## src/rtl/kb_pkg.sv

```systemverilog
`default_nettype none
// ============================================================================
// Module   : kb_pkg
// Purpose  : Shared types and constants for the keypad entry path.
//            kb_code_t        - 4-bit key index from the 4x4 scanner
//            kb_entry_state_t - keystroke acceptance FSM states
// Revision : 1.0  initial release
// ============================================================================
package kb_pkg;

   localparam int KB_NKEYS = 16;

   typedef logic [$clog2(KB_NKEYS)-1:0] kb_code_t;

   typedef enum logic [1:0] {
      IDLE     = 2'd0,
      PRESS_DB = 2'd1,
      HELD     = 2'd2,
      REL_DB   = 2'd3
   } kb_entry_state_t;

endpackage
`default_nettype wire

```

## src/rtl/kb_debounce_cnt.sv

```systemverilog
`default_nettype none
// ============================================================================
// Module   : kb_debounce_cnt
// Purpose  : Generic stable-sample counter. restart loads a count of one
//            (the current sample is the first stable one), step adds one
//            sample, saturating at TARGET. done flags, combinationally, that
//            the sample taken this cycle completes TARGET stable samples.
// Ports    : clk, rst_n (async, active-low)
//            restart - begin a new run with this cycle's sample
//            step    - this cycle's sample extends the current run
//            done    - this cycle's sample is the TARGET-th of the run
// Revision : 1.0  initial release
// ============================================================================
module kb_debounce_cnt #(
   parameter int TARGET = 16
) (
   input  logic clk,
   input  logic rst_n,
   input  logic restart,
   input  logic step,
   output logic done
);

   localparam int CW = $clog2(TARGET + 1);
   localparam logic [CW-1:0] C_TARGET = CW'(TARGET);
   localparam logic [CW-1:0] C_ONE    = CW'(1);

   logic [CW-1:0] r_cnt;
   logic [CW-1:0] w_cnt_nxt;

   always_comb begin
      w_cnt_nxt = r_cnt;
      if (restart)
         w_cnt_nxt = C_ONE;
      else if (step && (r_cnt != C_TARGET))
         w_cnt_nxt = r_cnt + C_ONE;
   end

   assign done = (restart || step) && (w_cnt_nxt == C_TARGET);

   always_ff @(posedge clk or negedge rst_n) begin
      if (!rst_n)
         r_cnt <= '0;
      else
         r_cnt <= w_cnt_nxt;
   end

endmodule
`default_nettype wire

```

## src/rtl/kb_entry_acc.sv

```systemverilog
`default_nettype none
// ============================================================================
// Module   : kb_entry_acc
// Purpose  : Debounces the 4x4 scanner's key code / valid level, emits one
//            key_evt pulse per accepted keystroke and shifts accepted codes
//            into a hex-digit accumulator (newest digit in the LSBs).
// Ports    : clk, rst_n       - clock, async active-low reset
//            key_code/key_vld - raw scanner outputs
//            clr              - synchronous clear of value and digit_cnt
//            key_evt          - one-cycle pulse per accepted keystroke
//            key_evt_code     - code of the last accepted key
//            value            - accumulated hex digits
//            digit_cnt        - digits entered, saturating at WIDTH/4
// Options  : `define KB_ENTRY_AUTOREPEAT_EN adds auto-repeat while a key is
//            held (first repeat after REPEAT_DELAY, then every REPEAT_PERIOD).
// Revision : 1.0  initial release
// ============================================================================
module kb_entry_acc
   import kb_pkg::*;
#(
   parameter int WIDTH         = 32,
   parameter int DEBOUNCE      = 16,
   parameter int REPEAT_DELAY  = 200,
   parameter int REPEAT_PERIOD = 50
) (
   input  logic                            clk,
   input  logic                            rst_n,
   input  logic [3:0]                      key_code,
   input  logic                            key_vld,
   input  logic                            clr,
   output logic                            key_evt,
   output logic [3:0]                      key_evt_code,
   output logic [WIDTH-1:0]                value,
   output logic [$clog2(WIDTH/4+1)-1:0]    digit_cnt
);

   localparam int NDIG = WIDTH / 4;
   localparam int CNTW = $clog2(NDIG + 1);
   localparam logic [CNTW-1:0] C_NDIG = CNTW'(NDIG);

   generate
      if ((WIDTH % 4) != 0 || WIDTH < 8) begin : g_bad_width
         $error("kb_entry_acc: WIDTH must be a multiple of 4 and at least 8");
      end
      if (DEBOUNCE < 1) begin : g_bad_debounce
         $error("kb_entry_acc: DEBOUNCE must be at least 1");
      end
      if (REPEAT_DELAY < 2 || REPEAT_PERIOD < 2) begin : g_bad_repeat
         $error("kb_entry_acc: repeat intervals must be at least 2 cycles");
      end
   endgenerate

   kb_entry_state_t r_state;
   kb_entry_state_t w_state_nxt;
   kb_code_t        r_cand;
   logic            w_db_restart;
   logic            w_db_step;
   logic            w_db_done;
   logic            w_evt;
   kb_code_t        w_evt_code;

   // Counter control is decoded apart from the next-state logic so that the
   // done flag (which depends on it) never loops back into its own inputs.
   assign w_db_restart = (r_state == IDLE     &&  key_vld)
                       | (r_state == PRESS_DB &&  key_vld && key_code != r_cand)
                       | (r_state == HELD     && !key_vld);
   assign w_db_step    = (r_state == PRESS_DB &&  key_vld && key_code == r_cand)
                       | (r_state == REL_DB   && !key_vld);

   kb_debounce_cnt #(
      .TARGET (DEBOUNCE)
   ) u_db (
      .clk     (clk),
      .rst_n   (rst_n),
      .restart (w_db_restart),
      .step    (w_db_step),
      .done    (w_db_done)
   );

`ifdef KB_ENTRY_AUTOREPEAT_EN
   localparam int RW = $clog2(((REPEAT_DELAY > REPEAT_PERIOD) ? REPEAT_DELAY : REPEAT_PERIOD) + 1);
   localparam logic [RW-1:0] C_RDLY = RW'(REPEAT_DELAY);
   localparam logic [RW-1:0] C_RPER = RW'(REPEAT_PERIOD);
   localparam logic [RW-1:0] C_RONE = RW'(1);

   logic [RW-1:0] r_rpt;
   logic          w_accept;

   assign w_accept = (r_state == IDLE || r_state == PRESS_DB) && (w_state_nxt == HELD);

   // Down-counter to the next repeat. It only ticks on cycles spent in HELD
   // with the key down, so a release dropout (REL_DB) freezes it.
   always_ff @(posedge clk or negedge rst_n) begin
      if (!rst_n)
         r_rpt <= '0;
      else if (w_accept)
         r_rpt <= C_RDLY;
      else if (r_state == HELD && key_vld)
         r_rpt <= (r_rpt <= C_RONE) ? C_RPER : r_rpt - C_RONE;
      else if (w_state_nxt == IDLE)
         r_rpt <= '0;
   end
`endif

   always_comb begin
      w_state_nxt = r_state;
      w_evt       = 1'b0;
      w_evt_code  = r_cand;
      case (r_state)
         IDLE: begin
            if (key_vld) begin
               w_state_nxt = w_db_done ? HELD : PRESS_DB;
               w_evt       = w_db_done;
               w_evt_code  = key_code;
            end
         end
         PRESS_DB: begin
            if (!key_vld) begin
               w_state_nxt = IDLE;
            end else if (w_db_done) begin
               // key_code equals the candidate here, or is a fresh one that
               // was accepted on its first sample (DEBOUNCE == 1).
               w_state_nxt = HELD;
               w_evt       = 1'b1;
               w_evt_code  = key_code;
            end
         end
         HELD: begin
            if (!key_vld) begin
               w_state_nxt = w_db_done ? IDLE : REL_DB;
            end
`ifdef KB_ENTRY_AUTOREPEAT_EN
            else if (r_rpt == C_RONE) begin
               w_evt      = 1'b1;
               w_evt_code = r_cand;
            end
`endif
         end
         REL_DB: begin
            if (key_vld)
               w_state_nxt = HELD;
            else if (w_db_done)
               w_state_nxt = IDLE;
         end
         default: w_state_nxt = IDLE;
      endcase
   end

   always_ff @(posedge clk or negedge rst_n) begin
      if (!rst_n) begin
         r_state <= IDLE;
         r_cand  <= '0;
      end else begin
         r_state <= w_state_nxt;
         if (w_db_restart && key_vld)
            r_cand <= key_code;
      end
   end

   always_ff @(posedge clk or negedge rst_n) begin
      if (!rst_n) begin
         key_evt      <= 1'b0;
         key_evt_code <= '0;
         value        <= '0;
         digit_cnt    <= '0;
      end else begin
         key_evt <= w_evt;
         if (w_evt)
            key_evt_code <= w_evt_code;
         // clr takes priority: a digit arriving in the same cycle is dropped.
         if (clr) begin
            value     <= '0;
            digit_cnt <= '0;
         end else if (w_evt) begin
            value <= {value[WIDTH-5:0], w_evt_code};
            if (digit_cnt != C_NDIG)
               digit_cnt <= digit_cnt + CNTW'(1);
         end
      end
   end

endmodule
`default_nettype wire
```

## config.mk

```make
export PLATFORM = sky130hd
export DESIGN_NAME = kb_entry_acc
export DESIGN_NICKNAME = d
export VERILOG_FILES = /design/src/rtl/kb_pkg.sv /design/src/rtl/kb_debounce_cnt.sv /design/src/rtl/kb_entry_acc.sv
export SDC_FILE = /design/constraint.sdc
export NUM_CORES = 1
export LEC_CHECK = 0
export ABC_CLOCK_PERIOD_IN_PS = 5200
export BUFFER_PORTS_ARGS = -buffer_cell sky130_fd_sc_hd__clkbuf_2
export CORE_MARGIN = 3
export CORE_UTILIZATION = 30
export DETAILED_ROUTE_END_ITERATION = 10
export GPL_ROUTABILITY_DRIVEN = 0
export GPL_TIMING_DRIVEN = 0
export SLEW_MARGIN = 20
export SYNTH_ARGS = -nofsm -noshare
export SYNTH_HDL_FRONTEND = slang
export SYNTH_SLANG_ARGS = --single-unit
```

## constraint.sdc

```tcl
create_clock -name clk -period 5.2 [get_ports clk]
set_input_delay 0.78 -clock clk [delete_from_list [all_inputs] [get_ports clk]]
set_output_delay 0.78 -clock clk [all_outputs]
set_load 0.005 [all_outputs]
```

# Word-level counts from Yosys, hierarchy flattened

Cells that the tools add are included.
W data, S select, Z words.

Bitwise gates (word level): 3
Divide/modulo/power cells: 0
Shifts and indexed selects: 0
Add/subtract/negate cells: 2
Equality and inequality tests: 12
Reduce and logical (&&, ||, !) cells: 16
Order comparisons: 0
Multiplexer cells: 24
Multiply operators: 0

Operators by type and width:

| kind                  | count |
|---|---|
| $mux W32              | 2 |
| $mux W4               | 6 |
| $mux W2               | 8 |
| $mux W5               | 2 |
| $logic_and A1 B1 Y1   | 9 |
| $pmux W2 S4           | 1 |
| $pmux W4 S2           | 1 |
| $ne A3 B3 Y1 const B  | 2 |
| $add A5 B1 Y5 const B | 1 |
| $eq A5 B5 Y1 const B  | 1 |
| $ne A5 B5 Y1 const B  | 1 |
| $add A4 B1 Y4 const B | 1 |
| $eq A2 B2 Y1 const B  | 2 |
| $eq A4 B4 Y1          | 1 |
| $ne A2 B2 Y1 const B  | 2 |
| $ne A4 B4 Y1          | 1 |
| $ne A4 B4 Y1 const B  | 1 |
| $reduce_and A4 Y1     | 1 |
| $reduce_bool A2 Y1    | 2 |
| $mux W1               | 3 |
| $or A1 B1 Y1          | 3 |
| $eq A2 B1 Y1 const B  | 1 |
| $logic_not A2 Y1      | 1 |
| $pmux W1 S2           | 1 |
| other kinds (3)       | 3 |

Bits in writable memories: 0
Input port bits: 8
Logic and storage cells: 64
Register bits after elaboration: 52
Memories kept: 0
Bits in read-only memories: 0
Output and inout port bits: 41
Bits in latches: 0

# Longest topological paths before layout

Gate-level depths: netlist (run 1).

Depth after elaboration: 14
Depth in mapped cells: 10
Depth with buffers taken out: 8

# Hierarchy

Synthesis (run 1) repeated with hierarchy kept, for this count alone.

Cell total of the unflattened synthesis: 241
Area, all modules: 2,301.0 um^2

Modules (own cells, without submodules):

| module          | cells each | area each (um^2) | instances | seq. area each (um^2) |
|---|---|---|---|---|
| kb_entry_acc    | 205        | 1,968.1          | 1         | 1,176.1 |
| kb_debounce_cnt | 36         | 332.8            | 1         | 125.1 |

# Least setup slack after synthesis (run 1)

OpenSTA, ideal clock, no wires.

Kind: input port to flip-flop
From: input key_code[2]
To: register digit_cnt[0]
Stages: 6
Library setup time: 128 ps
Required time: 5,072 ps
Arrival time: 2,220 ps
Path slack: 2,852 ps
Path buffers: 0
Cells stage by stage: xnor2_1 > nand4_1 > o211a_1 > a311oi_4 > nor2_1 > mux2_1

Longest elaborated chain between the ends: 13
Elaborated cells on any way between the ends: 19
Classes of those cells: 3 x eq/ne; 6 x mux; 3 x bitwise; 7 x reduce/logical

RTL lines:

| item                             | line                  | text |
|---|---|---|
| from (decl)                      | kb_entry_acc.sv:28    | `input logic [3:0] key_code,` |
| $eq A4 B4 Y1                     | kb_entry_acc.sv:67    | `assign w_db_step = (r_state == PRESS_DB && key_vld && key_code == r_cand)` |
| $logic_and A1 B1 Y1              | kb_entry_acc.sv:67    |  |
| $or A1 B1 Y1                     | kb_entry_acc.sv:68    | `\| (r_state == REL_DB && !key_vld);` |
| $logic_and A1 B1 Y1              | kb_debounce_cnt.sv:35 | `else if (step && (r_cnt != C_TARGET))` |
| $mux W5                          | kb_debounce_cnt.sv:35 |  |
| $mux W5                          | kb_debounce_cnt.sv:33 | `if (restart)` |
| $eq A5 B5 Y1                     | kb_debounce_cnt.sv:39 | `assign done = (restart \|\| step) && (w_cnt_nxt == C_TARGET);` |
| $logic_and A1 B1 Y1 (*)          | kb_debounce_cnt.sv:39 |  |
| $mux W1                          | kb_entry_acc.sv:120   | `end else if (w_db_done) begin` |
| $mux W1                          | kb_entry_acc.sv:118   | `if (!key_vld) begin` |
| $pmux W1 S2 (*)                  | kb_entry_acc.sv:109   | `case (r_state)` |
| $reduce_bool A2 Y1 (no line) (*) | n/a                   |  |
| $reduce_and A2 Y1 (no line) (*)  | n/a                   |  |
| to (signal assigned)             | kb_entry_acc.sv:177   | `digit_cnt <= digit_cnt + CNTW'(1);` |
| to (decl)                        | kb_entry_acc.sv:34    | `output logic [$clog2(WIDTH/4+1)-1:0] digit_cnt` |

Every way passes the cells marked *; elsewhere a longest branch is shown, timed or not.
A chain may end at the register's enable or synchronous reset.

# Worst setup path after layout (run 1)

From: register u_db.r_cnt[0]
To: register digit_cnt[0]

Longest elaborated chain between the ends: 11
Elaborated cells on any way between the ends: 13
Classes of those cells: 1 x add/sub; 2 x eq/ne; 6 x mux; 4 x reduce/logical

RTL lines:

| item                                                  | line                  | text |
|---|---|---|
| from (decl)                                           | kb_debounce_cnt.sv:28 | `logic [CW-1:0] r_cnt;` |
| from (signal assigned)                                | kb_debounce_cnt.sv:45 | `r_cnt <= w_cnt_nxt;` |
| branches (longest 2 deep; another with $add A5 B1 Y5) | n/a                   |  |
| $mux W5 (*)                                           | kb_debounce_cnt.sv:35 |  |
| $mux W5 (*)                                           | kb_debounce_cnt.sv:33 |  |
| $eq A5 B5 Y1 (*)                                      | kb_debounce_cnt.sv:39 |  |
| $logic_and A1 B1 Y1 (*)                               | kb_debounce_cnt.sv:39 |  |
| $mux W1                                               | kb_entry_acc.sv:120   |  |
| $mux W1                                               | kb_entry_acc.sv:118   |  |
| $pmux W1 S2 (*)                                       | kb_entry_acc.sv:109   |  |
| $reduce_bool A2 Y1 (no line) (*)                      | n/a                   |  |
| $reduce_and A2 Y1 (no line) (*)                       | n/a                   |  |

Mark *: on every way between the ends.

==> reports/results.ini, run 1 <==
[timing]
setup_viol = 0
max_freq_mhz = 395
relSlewSlack_pct = 62.5
skew_ns = 0.0107
finalSetupTns_ns = 0
post-route-min-period_ns = 2.53
hold_ws_ns = 0.308
max_slew.worst_pin.slew_ns = 0.563
rsz0062_at_grt = false
finalCritPeriodShare_pct = 48.6
final_hold_viol_count = 0
final-max-slew-violation-count = 0

[cells_and_area]
area.growth.synth_to_final_pct = 18.1
drive_gt1_share_pct = 23.9
fill_cells = 906
n_antenna_cell = 0
fin_nets = 359

[global_route]
met3_usage_pct = 2.66
grt_max_degree = 46
grt_util_all_layers_pct = 14.9
grt_pass1_wl_mm = 12.4
grt_overflow = 0
busiest_layer = met1
grt_pass1_vias = 2371
use_met2_pct = 22.1
grt_antenna_before_repair = 0
grt.met1_usage_pct = 22.2

[floorplanning]
die-area_um2 = 10400
core_area_um2 = 8850
ios = 49
rows = 34
die_y_um = 102
dieWidth_um = 102
initial_core_util_pct = 31.2

[power]
power_frac_comb_pct = 7.6
pwr-share-clk_pct = 34.7
p_sw_uw = 180
swShare_pct = 25.2
power_frac_seq_pct = 57.7
powerDensity_nw_per_um2 = 219
power_leakage_uw = 0.00143
p_int_uw = 533
vdd_ir_drop_max_uv = 90.2

[routing]
wl_per_cell_um = 16.5
viasPerCell = 5.45
route.antenna.remaining_nets = 0
vias = 2487
drtPass1Iterations = 4
drt_iter0_markers = 112
drc = 0
wl_mm = 7.54

[worst_setup_path]
startpoint_type = flip-flop
cp_max_fo = 8
worstPathRequired_ns = 5.40
reg2reg_to = digit_cnt[0]
regToRegSetupSlack_ns = 2.67
r2r_start = u_db.r_cnt[0]
worstPathArrival_ns = 2.73
r2r_cells = 8
end_kind = flip-flop
crit_type = reg2reg

[logic_synthesis]
avgSynthCellArea_um2 = 9.49
yosysUniqueCellTypes = 47
async_flop_share_pct = 100
ys_seq_area_share_pct = 47.1
postSynthCellCount = 291
synth_fp_nets = 303
synth_seq_cells = 52
ys_warn_count = 0
syn_area_um2 = 2760
ys.flop_type = dfrtp_1
synth_edf_count = 0

[placed_design]
io_buffer_count = 48
hpwlAfterDp_mm = 5.31

[clock_tree]
path_clk_slew_ns = 0.10
cts.sinks = 52
clk_latency_ns = 0.32
clk_path_buf_depth = 2
cts.htree.levels = 2
cts_tree = done
root_buffer = clkbuf_8
ctsResizeCount = 0
cts_hold_repair.buffers = 0
tritoncts.num_buffers = 5
cts_setup_buffers = 0

[flow_run]
max_cap_viol_count = 0

[status]
status = completed

[worst_hold_path]
hp-class = in2async

==> state kept, by name (all words and copies together), names as in the netlist <==
register      flops
digit_cnt         4
key_evt           1
r_cand            4
key_evt_code      4
value            32
r_state           2
u_db.r_cnt        5
==> critical path: stages, from the launching register on <==
cell	delay, ns
dfrtp_1	0.50
inv_1	0.11
ha_1	0.24
nand4bb_4	0.13
nand4_2	0.13
o211a_1	0.27
a311oi_4	0.55
nor2_1	0.14
mux2_1	0.33
==> layout make-up <==
type / instances / area [um2] / share of cell area [%]
Tap cell: 108 / 135 / 4.15
Clock inverter: 1 / 7.51 / 0.230
Inverter: 10 / 37.5 / 1.15
Buffer: 28 / 170 / 5.22
Multi-Input combinational cell: 201 / 1250 / 38.4
Clock buffer: 7 / 86.3 / 2.65
Sequential cell: 52 / 1300 / 39.9
Timing Repair Buffer: 49 / 270 / 8.29
==> cell usage in the layout (no fill, tap or decap), drive strengths merged, types with 2 or more instances in the layout <==
| master | n |
|---|---|
| nor3 | 2 |
| nand3 | 7 |
| a32oi | 2 |
| buf | 19 |
| mux2i | 3 |
| nor2 | 13 |
| xnor2 | 5 |
| a41oi | 2 |
| nand4 | 35 |
| nand2b | 5 |
| nor2b | 3 |
| inv | 10 |
| and2 | 2 |
| clkbuf | 65 |
| dfrtp | 52 |
| ha | 4 |
| a21oi | 36 |
| mux2 | 2 |
| o21ai | 44 |
| nand2 | 18 |
==> synth_stat cells (all sizes together) (2+ instances only) <==
cell | count | area, um2
nand4 | 35 | 225
xnor2 | 5 | 43.8
mux2i | 3 | 30.0
nor3 | 2 | 10.0
nand3 | 7 | 47.6
nor2b | 3 | 18.8
ha | 4 | 50.1
buf | 18 | 133
a21oi | 36 | 180
mux2 | 2 | 22.5
a41oi | 2 | 17.5
nand2b | 5 | 31.3
and2 | 2 | 12.5
nand2 | 18 | 67.6
nor2 | 13 | 51.3
inv | 10 | 37.5
o21ai | 44 | 224
clkbuf | 10 | 37.5
dfrtp | 52 | 1300
a32oi | 2 | 17.5
==> power by group through the flow <==
stage / Clock, uW / Combinational (uW) / Sequential, uW
global route: 268 / 60.4 / 412
finish: 248 / 54.2 / 411
floorplan: 0 / 29.6 / 419
CTS: 254 / 54.5 / 411
global placement: 0 / 50.7 / 419
detailed placement: 0 / 54.3 / 419
==> through the flow <==
step           utilization, %  total power, uW  setup slack, ns  cell area [um2]  instances
6_report                 36.8              713             2.67             3260        456
3_3_place_gp             35.4              470             2.43             3140        447
3_5_place_dp             35.8              474             2.40             3170        448
4_1_cts                  36.8              720             2.67             3260        456
2_1_floorplan               -              448             2.85             2760        291
5_1_grt                  36.8              741             2.50             3260        456
==> routing by layer <==
layer | up-vias | part of all wire, % | routed length (um)
met5 | - | 0 | 0
met4 | 0 | 1.3 | 97
met3 | 8 | 4.9 | 368
met2 | 76 | 45 | 3380
met1 | 1220 | 49 | 3700
li1 | 1183 | - | -
==> worst max path at each step <==
stage                               to           from  cells after the start
after detailed placement  digit_cnt[0]    key_code[2]                      7
final                     digit_cnt[0]  u_db.r_cnt[0]                      8
after global routing      digit_cnt[0]  u_db.r_cnt[0]                      8
after global placement    digit_cnt[0]    key_code[3]                      7
after floorplan           digit_cnt[0]    key_code[2]                      6
after CTS                 digit_cnt[0]  u_db.r_cnt[0]                      8
==> cells by family after synthesis <==
| kind of cell | share of synthesized area [%] |
|---|---|
| adders and majority gates | 1.81 |
| DFF | 47.1 |
| AOI/OAI and AO/OA | 20.7 |
| xor gates and xnor gates | 1.90 |
| buffers and inverters | 7.52 |
| and+or+nand+nor | 19.0 |
| muxes | 1.90 |
Note: power is estimated with default switching activity, not from simulation.
==> run 2, diff against run 1 <==
ABC_CLOCK_PERIOD_IN_PS = 2500   (was 5200)
clock period = 2.5 ns   (was 5.2 ns; I/O delays follow)
==> run 2 against run 1 <==
Clock-buffer cell count stayed put. Clock skew shrank 0.0026 ns. Non-clock buffer count rose by 6. First-iteration DRC count rose by 7.1%. Via count up 1.0%. Critical endpoint unchanged. Largest power group unchanged.
==> reports/results.ini, run 2 (synthesized netlist as in run 1, its figures left out) <==
[cells_and_area]
mostFrequentLayoutCell = dfrtp_1
multi_input_area_um2 = 1270  ; +1.2%
final_cell_mix = dfrtp_1, clkbuf_2, a21oi_1, o21ai_0, nand4_1
reg_top3 = value x32, u_db.r_cnt x5
final_core_util_pct = 37.6  ; +0.74 points
area.growth.synth_to_final_pct = 20.4
seqCellArea_um2 = 1300  ; +0.19%
top_register = value
fill_cells = 905  ; -0.11%
n_antenna_cell = 0  ; unchanged
drive_gt1_share_pct = 25.6  ; +1.8 points
fin_nets = 366  ; +1.9%
largest_reg_flops = 32  ; unchanged

[timing]
final-max-slew-violation-count = 0  ; unchanged
rsz0062_at_grt = false
finalCritPeriodShare_pct = 94.6  ; +46 points
max_freq_mhz = 423  ; +6.9%
max_slew.worst_pin.slew_ns = 0.531  ; -0.0321 ns
finalSetupTns_ns = 0  ; unchanged
post-route-min-period_ns = 2.37  ; -0.164 ns
relSlewSlack_pct = 64.6  ; +2.1 points
setup_viol = 0  ; unchanged
final_hold_viol_count = 0  ; unchanged
skew_ns = 0.00813  ; -0.00258 ns

[routing]
route.antenna.remaining_nets = 0  ; unchanged
vias = 2513  ; +1.0%
drtPass1Iterations = 4  ; unchanged
wl_mm = 7.76  ; +2.8%
wl_per_cell_um = 16.8  ; +1.3%
viasPerCell = 5.43  ; -0.48%
drt_iter0_markers = 120  ; +7.1%
drc = 0  ; unchanged

[clock_tree]
path_clk_slew_ns = 0.10  ; about the same
clk_path_buf_depth = 2  ; unchanged
cts.htree.levels = 2  ; unchanged
clk_latency_ns = 0.31  ; about the same
tritoncts.num_buffers = 5  ; unchanged
root_buffer = clkbuf_8
cts_tree = done
cts.sinks = 52  ; unchanged

[worst_setup_path]
cp_max_fo = 6  ; -2
worstPathRequired_ns = 2.70  ; -2.70 ns
worstPathArrival_ns = 2.56  ; -0.17 ns
path_cells = inv_1 -> ha_1 -> nand4bb_4 -> nand4_2 -> o211a_1 -> a311oi_4 -> nor2_1 -> mux2_1
end_kind = flip-flop
startpoint_type = flip-flop
path_delay_family = compound AO/OA/AOI/OAI gates
crit_slowest_cell = a311oi_4
crit_type = reg2reg
cp_num_buf_inv = 1  ; unchanged
cp_slowest_stage_delay_ns = 0.49  ; -0.06 ns

[power]
powerDensity_nw_per_um2 = 448  ; +100%
vdd_ir_drop_max_uv = 191  ; +110%
power_uw = 1490  ; +110%
power_leakage_uw = 0.00146  ; +1.9%

[status]
status = completed

[floorplanning]
dieWidth_um = 102  ; unchanged
die_y_um = 102  ; unchanged
rows = 34  ; unchanged
ios = 49  ; unchanged
core_area_um2 = 8850  ; unchanged
initial_core_util_pct = 31.2  ; unchanged
die-area_um2 = 10400  ; unchanged

[global_route]
grt_antenna_before_repair = 0  ; unchanged
grt_overflow = 0  ; unchanged
grt_util_all_layers_pct = 14.8  ; about the same
grt_max_degree = 46  ; unchanged
grt_pass1_vias = 2371  ; unchanged
grt_pass1_wl_mm = 12.4  ; about the same

[placed_design]
hpwlAfterDp_mm = 5.31  ; unchanged
io_buffer_count = 48  ; unchanged

[flow_run]
max_cap_viol_count = 0  ; unchanged

[worst_hold_path]
hp-class = in2reg

==> run 2: metal layers <==
| layer | GRT usage [%] | part of all wire (%) | vias up | wire length (um) |
|---|---|---|---|---|
| li1 | - | - | 1193 | - |
| met1 | 22.2 | 49 | 1244 | 3800 |
| met2 | 22.1 | 45 | 68 | 3490 |
| met3 | 2.66 | 4.8 | 8 | 371 |
| met4 | 4.14 | 1.3 | 0 | 97 |
| met5 | 0 | 0 | - | 0 |
==> run 2: layout make-up <==
class / instances / area share (%)
plain buffers: 28 / 5.19
clock buffers: 7 / 2.60
clock inverters: 1 / 0.226
inverters: 10 / 1.13
multi-input cells: 202 / 38.1
flip-flops and latches: 52 / 39.2
well taps: 108 / 4.06
repair buffers: 55 / 9.48
==> run 2: worst reg2reg max path: stages (launching register included) <==
cell and delay [ns]:
dfrtp_2 0.42, inv_1 0.08, ha_1 0.23, nand4bb_4 0.13, nand4_2 0.13, o211a_1 0.30
a311oi_4 0.49, nor2_1 0.13, mux2_1 0.33
==> run 2: timing repair <==
action / CTS / global route
pin swaps: 1 / 1
endpoints found under the hold margin: 7 / 0
endpoints found under the setup margin: 1 / 39
buffers inserted: 0 / 4
resized for setup: 0 / 3
gates cloned: 0 / 2
hold buffers: 1 / 0
==> run 2: final timing paths <==
path / end / cells past startpoint / from / slack [ns]
max: digit_cnt[0] / 8 / u_db.r_cnt[0] / 0.13
min: r_cand[3] / 3 / key_code[3] / 0.30
max reg2reg: digit_cnt[0] / 8 / u_db.r_cnt[0] / 0.13
min reg2reg: r_cand[1] / 2 / r_cand[1] / 0.50
max in group asynchronous: value[31] / 3 / rst_n / 1.59
min in group asynchronous: r_state[1] / 2 / rst_n / 0.45
==> run 2: through the flow <==
| step | instances | worst slack [ns] | area [um2] | hold slack (ns) |
|---|---|---|---|---|
| global placement | 447 | 0.0296 | 3140 | 0.480 |
| finish | 463 | 0.134 | 3320 | 0.303 |
| detailed placement | 448 | 0.00475 | 3170 | 0.249 |
| global route | 463 | 0.00799 | 3320 | 0.322 |
| floorplan | 291 | 0.301 | 2760 | 0.0794 |
| CTS | 457 | 0.0263 | 3270 | 0.296 |
==> run 2: report_power, final <==
part | total [uW] | switching (uW) | internal (uW)
sequential | 855 | 6.82 | 848
combinational | 120 | 80.4 | 39.4
clock | 515 | 289 | 226
